[config.mk]
export PLATFORM = sky130hd
export DESIGN_NAME = piso_arbiter
export DESIGN_NICKNAME = d
export VERILOG_FILES = /design/src/rtl/piso_arb_pkg.sv /design/src/rtl/piso_arbiter_rr_arbiter.sv /design/src/rtl/piso_arbiter.sv
export SDC_FILE = /design/constraint.sdc
export NUM_CORES = 1
export LEC_CHECK = 0
export CAP_MARGIN = 15
export CORE_UTILIZATION = 45
export CTS_CLUSTER_SIZE = 12
export DETAILED_ROUTE_END_ITERATION = 6
export PLACE_DENSITY = 0.81
export SLEW_MARGIN = 20
export SYNTH_ARGS = -nofsm -noshare
export SYNTH_HDL_FRONTEND = slang
export SYNTH_SLANG_ARGS = --single-unit
[constraint.sdc]
create_clock -name clk -period 3.6 [get_ports clk]
set_clock_uncertainty 0.05 [all_clocks]
set_input_delay 1.08 -clock clk [delete_from_list [all_inputs] [get_ports clk]]
set_output_delay 1.08 -clock clk [all_outputs]
set_load 0.02 [all_outputs]
[src/rtl/piso_arb_pkg.sv]
// piso_arbiter shared types and constants.
// Optional parity bit: PISO_ARB_PARITY_EN.
package piso_arb_pkg;

  localparam int PISO_ARB_NREQ  = 4;
  localparam int PISO_ARB_WIDTH = 8;

  typedef enum logic [1:0] {
    IDLE   = 2'd0,
    SHIFT  = 2'd1,
    PARITY = 2'd2,
    DONE   = 2'd3
  } state_e;

  function automatic int cnt_w(input int w);
    return $clog2(w + 1);
  endfunction

  function automatic int idx_w(input int n);
    return (n > 1) ? $clog2(n) : 1;
  endfunction

endpackage

[src/rtl/piso_arbiter_rr_arbiter.sv]
// Combinational round-robin picker.
// Search starts at ptr and wraps modulo NREQ.
module rr_arbiter
  import piso_arb_pkg::*;
#(
  parameter int NREQ = PISO_ARB_NREQ,
  parameter int PW   = idx_w(NREQ)
) (
  input  logic [NREQ-1:0] req,
  input  logic [PW-1:0]   ptr,
  output logic [NREQ-1:0] win,
  output logic [PW-1:0]   idx
);

  logic          found;
  logic [PW:0]   sum;
  logic [PW-1:0] sel;

  // first requester at or after ptr, wrapping
  always_comb begin
    win   = '0;
    idx   = '0;
    found = 1'b0;
    sum   = '0;
    sel   = '0;
    for (int i = 0; i < NREQ; i++) begin
      sum = {1'b0, ptr} + (PW+1)'(i);
      if (sum >= (PW+1)'(NREQ))
        sum = sum - (PW+1)'(NREQ);
      sel = sum[PW-1:0];
      if (!found && req[sel]) begin
        found    = 1'b1;
        win[sel] = 1'b1;
        idx      = sel;
      end
    end
  end

endmodule

[src/rtl/piso_arbiter.sv]
// Round-robin shared PISO shifter, MSB first.
// Optional even-parity bit: PISO_ARB_PARITY_EN.
module piso_arbiter
  import piso_arb_pkg::*;
#(
  parameter int NREQ  = PISO_ARB_NREQ,
  parameter int WIDTH = PISO_ARB_WIDTH
) (
  input  logic              clk,
  input  logic              rst,
  input  logic [NREQ-1:0]   req,
  input  logic [NREQ*WIDTH-1:0] data_in,
  output logic [NREQ-1:0]   gnt,
  output logic [NREQ-1:0]   ack,
  output logic              ser_out,
  output logic              ser_valid,
  output logic              frame_start,
  output logic              busy
);

  localparam int CW = cnt_w(WIDTH);
  localparam int PW = idx_w(NREQ);

  state_e            state_q, state_d;
  logic [PW-1:0]     ptr_q, ptr_d;
  logic [PW-1:0]     idx_q, idx_d;
  logic [WIDTH-1:0]  shreg_q, shreg_d;
  logic [CW-1:0]     cnt_q, cnt_d;
  logic [NREQ-1:0]   gnt_q, gnt_d;
  logic [NREQ-1:0]   ack_q, ack_d;
  logic              ser_out_q, ser_out_d;
  logic              ser_valid_q, ser_valid_d;
  logic              fs_q, fs_d;
  logic              busy_q, busy_d;
`ifdef PISO_ARB_PARITY_EN
  logic              par_q, par_d;
`endif

  logic [NREQ-1:0]   win;
  logic [PW-1:0]     win_idx;
  logic [WIDTH-1:0]  word;

  rr_arbiter #(
    .NREQ (NREQ),
    .PW   (PW)
  ) u_rr (
    .req (req),
    .ptr (ptr_q),
    .win (win),
    .idx (win_idx)
  );

  // select the winning requester's word
  always_comb begin
    word = '0;
    for (int i = 0; i < NREQ; i++)
      if (win[i]) word = data_in[i*WIDTH +: WIDTH];
  end

  // next state, datapath and registered-output values
  always_comb begin
    state_d = state_q;
    ptr_d   = ptr_q;
    idx_d   = idx_q;
    shreg_d = shreg_q;
    cnt_d   = cnt_q;
    gnt_d   = gnt_q;
`ifdef PISO_ARB_PARITY_EN
    par_d   = par_q;
`endif
    unique case (state_q)
      IDLE: begin
        if (|req) begin
          state_d = SHIFT;
          shreg_d = word;
          gnt_d   = win;
          idx_d   = win_idx;
          cnt_d   = '0;
`ifdef PISO_ARB_PARITY_EN
          par_d   = ^word;
`endif
        end
      end
      SHIFT: begin
        shreg_d = shreg_q << 1;
        cnt_d   = cnt_q + CW'(1);
        if (cnt_q == CW'(WIDTH-1)) begin
`ifdef PISO_ARB_PARITY_EN
          state_d = PARITY;
`else
          state_d = DONE;
`endif
        end
      end
`ifdef PISO_ARB_PARITY_EN
      PARITY: state_d = DONE;
`endif
      DONE: begin
        state_d = IDLE;
        gnt_d   = '0;
        if (idx_q == PW'(NREQ-1)) ptr_d = '0;
        else                      ptr_d = idx_q + PW'(1);
      end
      default: state_d = IDLE;
    endcase

    ser_valid_d = 1'b0;
    ser_out_d   = 1'b0;
    fs_d        = 1'b0;
    ack_d       = '0;
    busy_d      = (state_d != IDLE);
    unique case (state_d)
      SHIFT: begin
        ser_valid_d = 1'b1;
        ser_out_d   = shreg_d[WIDTH-1];
        fs_d        = (state_q == IDLE);
      end
`ifdef PISO_ARB_PARITY_EN
      PARITY: begin
        ser_valid_d = 1'b1;
        ser_out_d   = par_q;
      end
`endif
      DONE:    ack_d = gnt_q;
      default: ;
    endcase
  end

  // state and output registers
  always_ff @(posedge clk or negedge rst) begin
    if (!rst) begin
      state_q     <= IDLE;
      ptr_q       <= '0;
      idx_q       <= '0;
      shreg_q     <= '0;
      cnt_q       <= '0;
      gnt_q       <= '0;
      ack_q       <= '0;
      ser_out_q   <= 1'b0;
      ser_valid_q <= 1'b0;
      fs_q        <= 1'b0;
      busy_q      <= 1'b0;
`ifdef PISO_ARB_PARITY_EN
      par_q       <= 1'b0;
`endif
    end else begin
      state_q     <= state_d;
      ptr_q       <= ptr_d;
      idx_q       <= idx_d;
      shreg_q     <= shreg_d;
      cnt_q       <= cnt_d;
      gnt_q       <= gnt_d;
      ack_q       <= ack_d;
      ser_out_q   <= ser_out_d;
      ser_valid_q <= ser_valid_d;
      fs_q        <= fs_d;
      busy_q      <= busy_d;
`ifdef PISO_ARB_PARITY_EN
      par_q       <= par_d;
`endif
    end
  end

  assign gnt         = gnt_q;
  assign ack         = ack_q;
  assign ser_out     = ser_out_q;
  assign ser_valid   = ser_valid_q;
  assign frame_start = fs_q;
  assign busy        = busy_q;

endmodule

[Word level (Yosys, flattened, before mapping)]
Index checks and enable logic that the tools add are counted.
Operators by class
  add/subtract/negate cells: 9
  magnitude comparators: 12
  equality and inequality tests: 7
  muxes and demuxes: 49
  bitwise operators: 3
  reductions and logical operators: 18
Operator list (number)
  $mux 8: 5
  $mux 4: 7
  $mux 2: 11
  $pmux 4 s2: 2
  $pmux 8 s2: 1
  $mux 1: 14
  $lt 2x3->1 const B: 4
  $or 4x4->4: 3
  $ge 3x3->1 const B: 3
  $bmux 1 s2: 4
  $demux 1 s2: 4
  $ge 2x1->1 const B: 4
  $sub 2x1->2 const B: 4
  $logic_and 1x1->1: 7
  $add 2x2->3 const B: 2
  $eq 2x2->1 const B: 3
  $reduce_and 2->1: 3
  $reduce_bool 2->1: 3
  $add 4x1->4 const B: 1
  $eq 2x1->1 const B: 2
  $eq 4x3->1 const B: 1
  $pmux 2 s2: 1
  $reduce_or 4->1: 1
  $add 2x1->3 const B: 1
  5 further kinds: 7
Storage, ports and cells
  bits in registers: 30
  input bits: 38
  output and inout port bits: 12
  word-level logic and storage cells: 110

[Longest topological paths before layout]
Gate-level depths: netlist of the first run.
  depth after elaboration: 21
  gate-level depth with buffers: 12
  gate-level depth less buffers: 8

[By module]
A second synthesis of the first run with hierarchy kept.
Second synthesis, totals
  cell total of the unflattened synthesis: 202
  area, all modules: 1938.1 sq um
Modules (own cells, without submodules)
  piso_arbiter: instances 1, cells an instance 137, area each 1448.9 sq um, seq. area each 750.7 sq um
  rr_arbiter: instances 1, cells an instance 65, area each 489.2 sq um, seq. area each 0.0 sq um

[Least setup slack after synthesis of the first run]
No wires, ideal clock.
  kind: flip-flop to flip-flop
  start: register ptr_q[0]
  end: register ser_out_q (netlist: ser_out)
  setup time: 0.134 ns
  data arrival time: 2.922 ns
  data required time: 3.416 ns
  slack: 0.494 ns
  stages on the path, launching flop included: 12
  buffers on the path: 3
  period minus slack after synthesis: 3.106 ns
  cells stage by stage: dfrtp_1 -> buf_2 -> buf_2 -> inv_1 -> ha_1 -> clkbuf_1 -> mux4_2 -> nor2b_1 -> a222oi_1 -> nand2_1 -> a31oi_1 -> o22ai_1
On the way
  word-level cells in the longest chain between the ends: 21
  elaborated cells between the ends (all ways): 66
  classes of those cells: 7 x add/sub; 12 x order compare; 34 x mux; 3 x bitwise; 10 x reduce/logical
RTL lines
  start, declared: line piso_arbiter.sv:25  | logic [PW-1:0] ptr_q, ptr_d;
  start signal, assigned: line piso_arbiter.sv:148  | ptr_q <= ptr_d;
  parallel branches: the longest is 13 deep, another holds $add 2x1->3
  $mux 4 (*): line piso_arbiter_rr_arbiter.sv:31  | if (!found && req[sel]) begin
  $mux 8 (3 in series): line piso_arbiter.sv:57  | if (win[i]) word = data_in[i*WIDTH +: WIDTH];
  $mux 8 (*): line piso_arbiter.sv:57
  $mux 8 (*): line piso_arbiter.sv:73  | if (|req) begin
  $pmux 8 s2 (*): line piso_arbiter.sv:71  | unique case (state_q)
  $mux 1 (*): line piso_arbiter.sv:112  | unique case (state_d)
  named net ser_out_d: line piso_arbiter.sv:31  | logic ser_out_q, ser_out_d;
  end signal, assigned: line piso_arbiter.sv:154  | ser_out_q <= ser_out_d;
  end, declared: line piso_arbiter.sv:31
Mark *: on every way through the listed nets, which the timed path passes. The select of a mux whose other input is x is not followed.
A chain may end at the register's enable or synchronous reset.

[Final worst setup path of the first run]
  start: input req[0]
  end: register ser_out_q (netlist: ser_out)
On the way
  word-level cells in the longest chain between the ends: 19
  elaborated cells between the ends (all ways): 35
  classes of those cells: 1 x eq/ne; 24 x mux; 3 x bitwise; 7 x reduce/logical
RTL lines
  start, declared: line piso_arbiter.sv:11  | input logic [NREQ-1:0] req,
  $bmux 1 s2: line piso_arbiter_rr_arbiter.sv:31
  $mux 1 (not written as such): line piso_arbiter_rr_arbiter.sv:31
  $mux 1: line piso_arbiter_rr_arbiter.sv:31
  $logic_not 1->1: line piso_arbiter_rr_arbiter.sv:31
  $logic_and 1x1->1: line piso_arbiter_rr_arbiter.sv:31
  $mux 1: line piso_arbiter_rr_arbiter.sv:31
  $logic_not 1->1: line piso_arbiter_rr_arbiter.sv:31
  $logic_and 1x1->1: line piso_arbiter_rr_arbiter.sv:31
  $mux 1: line piso_arbiter_rr_arbiter.sv:31
  $logic_not 1->1: line piso_arbiter_rr_arbiter.sv:31
  $logic_and 1x1->1: line piso_arbiter_rr_arbiter.sv:31
  $mux 4: line piso_arbiter_rr_arbiter.sv:31
  $mux 8 (4 in series): line piso_arbiter.sv:57
  $mux 8: line piso_arbiter.sv:73
  $pmux 8 s2: line piso_arbiter.sv:71
  $mux 1 (*): line piso_arbiter.sv:112
  named net ser_out_d: line piso_arbiter.sv:31
The timed path passes the listed nets; every way through them passes the cells marked *. The select of a mux whose other input is x is not followed.

==> run summary, run 1 <==
Outcome
• result of the run: finished, final reports clean

Timing
• worst slew margin relative to its limit: 65.2%
• final hold violation count: 0
• RSZ-0062 raised after global routing: false
• actual transition at the worst max-transition pin: 521 ps
• final worst setup slack: 179 ps
• Final Critical Period: 3420 ps
• Final Slew Violations: 0
• Worst Hold Slack: 439 ps
• maximum clock frequency: 292 MHz
• final number of setup-violating endpoints: 0
• Period Utilization, post-route: 95.0%
• post-route setup TNS: 0 ps

Global route
• number of global-route vias before repair: 1734
• maximum number of pins on one net before global-route repair: 31
• global route total overflow: 0
• combined global-route utilization of all metal layers: 23.8%
• initial antenna violation count: 0
• first-pass GRT wire length: 7960 um

Drt
• number of nets still failing antenna checks after routing: 0
• WL/cell: 15.3 um
• overall via count from detail_route: 1877
• via density per instance: 5.85
• First-pass DRT Iterations: 4
• DRC violation count after routing: 0
• Iter 0 DRT Violations: 139
• Routed WL: 4910 um

Synth
• post-synthesis share of cell area spent on and, or, nand and nor gates: 18.0%
• cell types occupying the most area after synthesis: sky130_fd_sc_hd__dfrtp_1 (39%), sky130_fd_sc_hd__nor2_1 (6.2%), sky130_fd_sc_hd__ha_1 (5.8%), sky130_fd_sc_hd__a221oi_1 (3.6%), sky130_fd_sc_hd__mux4_2 (3.5%)
• adder and majority cell fraction of the synthesized area: 5.80%
• number of synthesized flops with an enable pin: 0
• multiplexer area fraction after synthesis: 6.70%
• syn avg cell area: 9.25 sq um
• number of warnings printed during yosys synthesis: 0
• Synth Area in Compound Gates: 25.3%
• largest area contributor in the netlist: sky130_fd_sc_hd__dfrtp_1
• Gate Count Post-Synth: 210
• async set-or-reset flop fraction in the synthesized netlist: 100%
• area share of the largest cell type after synthesis: 38.7%
• post-synthesis register bit count: 30
• Distinct cells, synth: 45
• netlist area before placement: 1940 sq um
• net count after synthesis: 257
• top_reg_cell synth: sky130_fd_sc_hd__dfrtp_1
• portion of the post-synthesis area used by sequential elements: 38.7%
• xor and xnor fraction of the mapped netlist area: 0.902%
• most common cell in the synthesized netlist: sky130_fd_sc_hd__nor2_1
• largest family of logic cells by synthesized area: compound AO/OA/AOI/OAI gates
• most used standard cells in the synthesized netlist: sky130_fd_sc_hd__nor2_1 (32), sky130_fd_sc_hd__dfrtp_1 (30), sky130_fd_sc_hd__nand2_1 (14)

Place
• count of port buffers added during placement: 49
• routability-driven placement congestion ratio: 0.844
• DP HPWL: 3700 um
• post-placement setup slack: -75.1 ps

Floorplanning
• number of I/O pins: 50
• DIE WIDTH: 67.7 um
• Std-Cell Core Area: 4060 sq um
• floorplan die area: 4580 sq um
• Die Ht: 67.7 um
• Site Rows: 23
• starting density of the core: 47.9%

Cells and area
• layout cells sized above 1: 13.3%
• count of nets after finishing: 319
• number of antenna repair diodes: 0
• area delta synth->final: 37.6%

Worst setup path
• crit start category: input port
• Req. time, crit path: 3710 ps
• startpoint of the worst register-to-register path: ptr_q[0]
• critical path class: in2reg
• first element of the critical path: req[0]
• Crit Path Max Fanout: 8
• category of the worst setup path capture point: flop
• worst endpoint data arrival time: 3530 ps

Power
• Final Total Pwr: 2.12 mW
• Peak VDD IR: 0.480 mV
• Power Density: 793 nW/um^2
• Static Leakage: 1.18 nW

Clocking
• clock transition at the register clock pins on the worst setup and hold paths after CTS: 60 ps
• H-tree Lvls: 2
• clock tree from TritonCTS: yes
• Sink Count: 30
• latest clock arrival within the worst-skew pair: 280 ps
• number of hold buffers added after CTS: 0
• Root Driver: sky130_fd_sc_hd__clkbuf_8
• buffer count from post-CTS setup fixing: 0
• number of buffers inserted during clock tree synthesis: 5
• number of cells upsized or downsized after cts: 0
• worst-case clock buffer depth: 2

Hold path
• Hold Crit Class: reg2reg
• source of the worst hold timing path: idx_q[0]

Run
• max-capacitance violation count: 0

## worst paths after layout
| path | to | slack [ps] | cells after the start |
|---|---|---|---|
| setup / recovery | ser_out | 180 | 9 |
| hold / removal | ptr_q[0] | 440 | 1 |
| setup reg to reg | ser_out | 770 | 10 |
| hold reg to reg | ptr_q[0] | 440 | 1 |
| max in group asynchronous | frame_start | 2100 | 2 |
| min in group asynchronous | cnt_q[3] | 1130 | 2 |
## sequential cells by signal (all words and copies together) (netlist names)
name,cells
ack,4
busy,1
cnt_q,4
frame_start,1
gnt,4
idx_q,2
ptr_q,2
ser_out,1
ser_valid,1
shreg_q,8
state_q,2
## where the power goes
group / total (mW) / internal, mW / switching, mW / leakage (nW)
Sequential: 0.562 / 0.464 / 0.0979 / 0.375
Clock: 0.267 / 0.147 / 0.120 / 0.0431
Combinational: 1.29 / 0.586 / 0.704 / 0.757
## critical path, cell delays in order
cell and delay, ps:
sky130_fd_sc_hd__clkdlybuf4s50_1 530, sky130_fd_sc_hd__mux4_2 540, sky130_fd_sc_hd__nor3b_1 180, sky130_fd_sc_hd__buf_4 140, sky130_fd_sc_hd__a222oi_1 270, sky130_fd_sc_hd__buf_4 190
sky130_fd_sc_hd__nand2_1 190, sky130_fd_sc_hd__a31oi_1 290, sky130_fd_sc_hd__o22ai_1 120
## per-stage QoR
stage	std cells	utilization [%]	area, sq um
6_report	321	65.8	2670
2_1_floorplan	210	-	1940
3_3_place_gp	315	63.8	2590
5_1_grt	321	65.8	2670
4_1_cts	321	65.8	2670
3_5_place_dp	315	63.8	2590
## cells in the final DEF (no fill, tap or decap), types with 2 or more instances in the layout
cell type                         netlist  final
sky130_fd_sc_hd__mux2i_1                4      4
sky130_fd_sc_hd__clkbuf_8               0      6
sky130_fd_sc_hd__o32ai_1                6      6
sky130_fd_sc_hd__and2_1                 5      5
sky130_fd_sc_hd__o21bai_1               2      2
sky130_fd_sc_hd__nand3b_1               3      3
sky130_fd_sc_hd__a221oi_1               8      8
sky130_fd_sc_hd__o31ai_1                2      2
sky130_fd_sc_hd__a21oi_1                9      9
sky130_fd_sc_hd__ha_1                   9      9
sky130_fd_sc_hd__a31oi_1                7      7
sky130_fd_sc_hd__o211ai_1               3      3
sky130_fd_sc_hd__nand2_1               14     14
sky130_fd_sc_hd__mux4_2                 3      3
sky130_fd_sc_hd__a21o_1                 3      3
sky130_fd_sc_hd__inv_1                  8      8
sky130_fd_sc_hd__mux2_2                 2      2
sky130_fd_sc_hd__buf_4                  0     20
sky130_fd_sc_hd__clkdlybuf4s50_1        0     49
sky130_fd_sc_hd__nor3b_1                3      3
sky130_fd_sc_hd__dfrtp_1               30     30
sky130_fd_sc_hd__xor2_1                 2      2
sky130_fd_sc_hd__nor2_1                32     32
sky130_fd_sc_hd__o22ai_1                3      3
sky130_fd_sc_hd__a22o_1                 3      3
sky130_fd_sc_hd__nor2b_1                2      2
sky130_fd_sc_hd__o21ai_0                9      9
sky130_fd_sc_hd__o21ai_1                2      2
sky130_fd_sc_hd__nand2b_1               4      4
sky130_fd_sc_hd__a221o_1                2      2
## layout make-up
cell class,instances,area (sq um)
Clock buffer,6,82.6
Fill cell,326,1390
Inverter,8,30.0
Multi-Input combinational cell,158,1100
Sequential cell,30,751
Tap cell,50,62.6
Timing Repair Buffer,69,641
## routing by layer
layer / share of wire (%) / vias to the layer above / global-route usage [%]
met2: 48 / 69 / 36.9
met4: 1.9 / 0 / 13.0
li1: - / 901 / -
met3: 5.6 / 8 / 3.89
met1: 45 / 899 / 31.2
met5: 0 / - / 0
## cells by family after synthesis
logic type | Yosys count
buf+inv | 22
compound gates | 66
mux | 9
simple gates | 72
fa+ha+maj | 9
xor+xnor | 2
flops | 30
Power figures use the tool's default switching activity.
==> run 2: changes to the inputs <==
Settings changed: ABC_AREA set to 1, PLACE_DENSITY 0.81 to 0.8.
==> run summary, run 2 <==
Outcome
• result of the run: finished, final reports clean

Clocking
• number of cells upsized or downsized after cts: 0
• number of buffers inserted during clock tree synthesis: 5
• buffer count from post-CTS setup fixing: 0
• latest clock arrival within the worst-skew pair: 280 ps
• Sink Count: 30
• clock transition at the register clock pins on the worst setup and hold paths after CTS: 70 ps
• number of hold buffers added after CTS: 0
• Root Driver: sky130_fd_sc_hd__clkbuf_8
• worst-case clock buffer depth: 2
• clock tree from TritonCTS: yes
• H-tree Lvls: 2

Worst setup path
• worst endpoint data arrival time: 3010 ps
• critical path class: in2reg
• crit start category: input port
• Req. time, crit path: 3720 ps
• category of the worst setup path capture point: flop
• Crit Path Max Fanout: 10

Synth
• top_reg_cell synth: sky130_fd_sc_hd__dfrtp_1
• netlist area before placement: 2050 sq um
• net count after synthesis: 289
• cell types occupying the most area after synthesis: sky130_fd_sc_hd__dfrtp_1 (37%), sky130_fd_sc_hd__nand2_1 (10%), sky130_fd_sc_hd__ha_1 (5.5%), sky130_fd_sc_hd__nand3_1 (4.9%), sky130_fd_sc_hd__inv_1 (4.0%)
• Gate Count Post-Synth: 242
• number of warnings printed during yosys synthesis: 0
• largest area contributor in the netlist: sky130_fd_sc_hd__dfrtp_1
• most used standard cells in the synthesized netlist: sky130_fd_sc_hd__nand2_1 (57), sky130_fd_sc_hd__dfrtp_1 (30), sky130_fd_sc_hd__inv_1 (22)
• post-synthesis register bit count: 30
• area share of the largest cell type after synthesis: 36.7%
• portion of the post-synthesis area used by sequential elements: 36.7%
• syn avg cell area: 8.46 sq um
• async set-or-reset flop fraction in the synthesized netlist: 100%
• most common cell in the synthesized netlist: sky130_fd_sc_hd__nand2_1
• Distinct cells, synth: 35
• number of synthesized flops with an enable pin: 0

Timing
• post-route setup TNS: 0 ps
• Final Critical Period: 2890 ps
• worst slew margin relative to its limit: 58.4%
• Final Slew Violations: 0
• RSZ-0062 raised after global routing: false
• final number of setup-violating endpoints: 0
• maximum clock frequency: 345 MHz
• Worst Hold Slack: 461 ps
• final worst setup slack: 705 ps
• final hold violation count: 0
• actual transition at the worst max-transition pin: 624 ps
• Period Utilization, post-route: 80.4%

Cells and area
• layout cells sized above 1: 18.4%
• share of the core filled with cells in the final layout: 62.2%
• top library cells by usage in the layout, fill and taps aside: sky130_fd_sc_hd__nand2_1 (57), sky130_fd_sc_hd__clkdlybuf4s50_1 (49), sky130_fd_sc_hd__dfrtp_1 (30)
• register bank with the most flops: shreg_q
• non-filler instance count after layout: 351
• most common cell after layout, fill and taps aside: sky130_fd_sc_hd__nand2_1
• count of nets after finishing: 345
• area delta synth->final: 32.3%
• fin area: 2710 sq um
• max FFs per register: 8
• number of antenna repair diodes: 0

Place
• count of port buffers added during placement: 49
• post-placement setup slack: 445 ps
• DP HPWL: 3700 um
• cell count after placement: 343
• placed instance area: 2600 sq um
• routability-driven placement congestion ratio: 0.876

Drt
• Iter 0 DRT Violations: 113
• Routed WL: 4790 um
• number of nets still failing antenna checks after routing: 0
• First-pass DRT Iterations: 4
• via density per instance: 5.23
• overall via count from detail_route: 1835
• WL/cell: 13.6 um
• DRC violation count after routing: 0

Floorplanning
• floorplan die area: 4830 sq um
• Die Ht: 69.5 um
• starting density of the core: 47.0%
• Site Rows: 24
• DIE WIDTH: 69.5 um
• Std-Cell Core Area: 4350 sq um
• number of I/O pins: 50

Global route
• combined global-route utilization of all metal layers: 20.5%
• maximum number of pins on one net before global-route repair: 31
• global route total overflow: 0
• number of global-route vias before repair: 1733
• first-pass GRT wire length: 7830 um
• initial antenna violation count: 0

Run
• max-capacitance violation count: 0

Hold path
• Hold Crit Class: reg2reg

Power
• Peak VDD IR: 0.446 mV
• Static Leakage: 1.27 nW
• Power Density: 948 nW/um^2
• Final Total Pwr: 2.57 mW

[run 2: critical path, stage by stage]
cell and delay, ps:
sky130_fd_sc_hd__clkdlybuf4s50_1 530, sky130_fd_sc_hd__inv_1 70, sky130_fd_sc_hd__nand2_1 100, sky130_fd_sc_hd__nand3_4 120, sky130_fd_sc_hd__nand2_8 160, sky130_fd_sc_hd__nor2_8 60
sky130_fd_sc_hd__a21boi_2 160, sky130_fd_sc_hd__nand3_2 200, sky130_fd_sc_hd__a21oi_1 170, sky130_fd_sc_hd__nand2_1 80, sky130_fd_sc_hd__nand2_1 70, sky130_fd_sc_hd__nand2_1 60
sky130_fd_sc_hd__nand2_2 70, sky130_fd_sc_hd__nand2_1 60
[run 2: kinds of logic (layout without fill, tap and decap cells)]
group | count (synthesis) | after routing | share of synthesized area (%)
buffers and inverters | 34 | 91 | 7.82
and+or+nand+nor | 123 | 123 | 35.0
DFF | 30 | 30 | 36.7
adders and majority gates | 9 | 9 | 5.50
AOI/OAI and AO/OA | 46 | 46 | 15.0
[run 2: worst paths after layout]
path / from / to / slack, ps / cells past startpoint
hold reg to reg: shreg_q[0] / shreg_q[0] / 460 / 2
max in group asynchronous: rst / shreg_q[6] / 2090 / 2
setup reg to reg: ptr_q[0] / shreg_q[7] / 880 / 14
setup / recovery: req[3] / shreg_q[7] / 710 / 14
hold / removal: shreg_q[0] / shreg_q[0] / 460 / 2
min in group asynchronous: rst / gnt[0] / 1140 / 2
[run 2: layout make-up]
cell class / instances / area [sq um]
sequential: 30 / 751
fill: 392 / 1650
timing repair buffer: 50 / 498
inverter: 33 / 149
clock buffer: 5 / 68.8
tap: 52 / 65.1
clock inverter: 3 / 40.0
multi-input combinational: 178 / 1140
[run 2: where the power goes]
group / leakage, nW / switching [mW] / total (mW) / internal, mW
registers: 0.378 / 0.113 / 0.585 / 0.472
logic: 0.834 / 1.04 / 1.65 / 0.605
clock network: 0.0579 / 0.129 / 0.332 / 0.203
[run 2: per-layer routing]
layer,global-route usage [%],wire length (um),part of all wire [%],up-vias
li1,-,-,-,919
met1,27.4,2190,46,832
met2,32.1,2220,46,70
met3,3.63,263,5.5,14
met4,9.52,117,2.4,0
met5,0,0,0,-
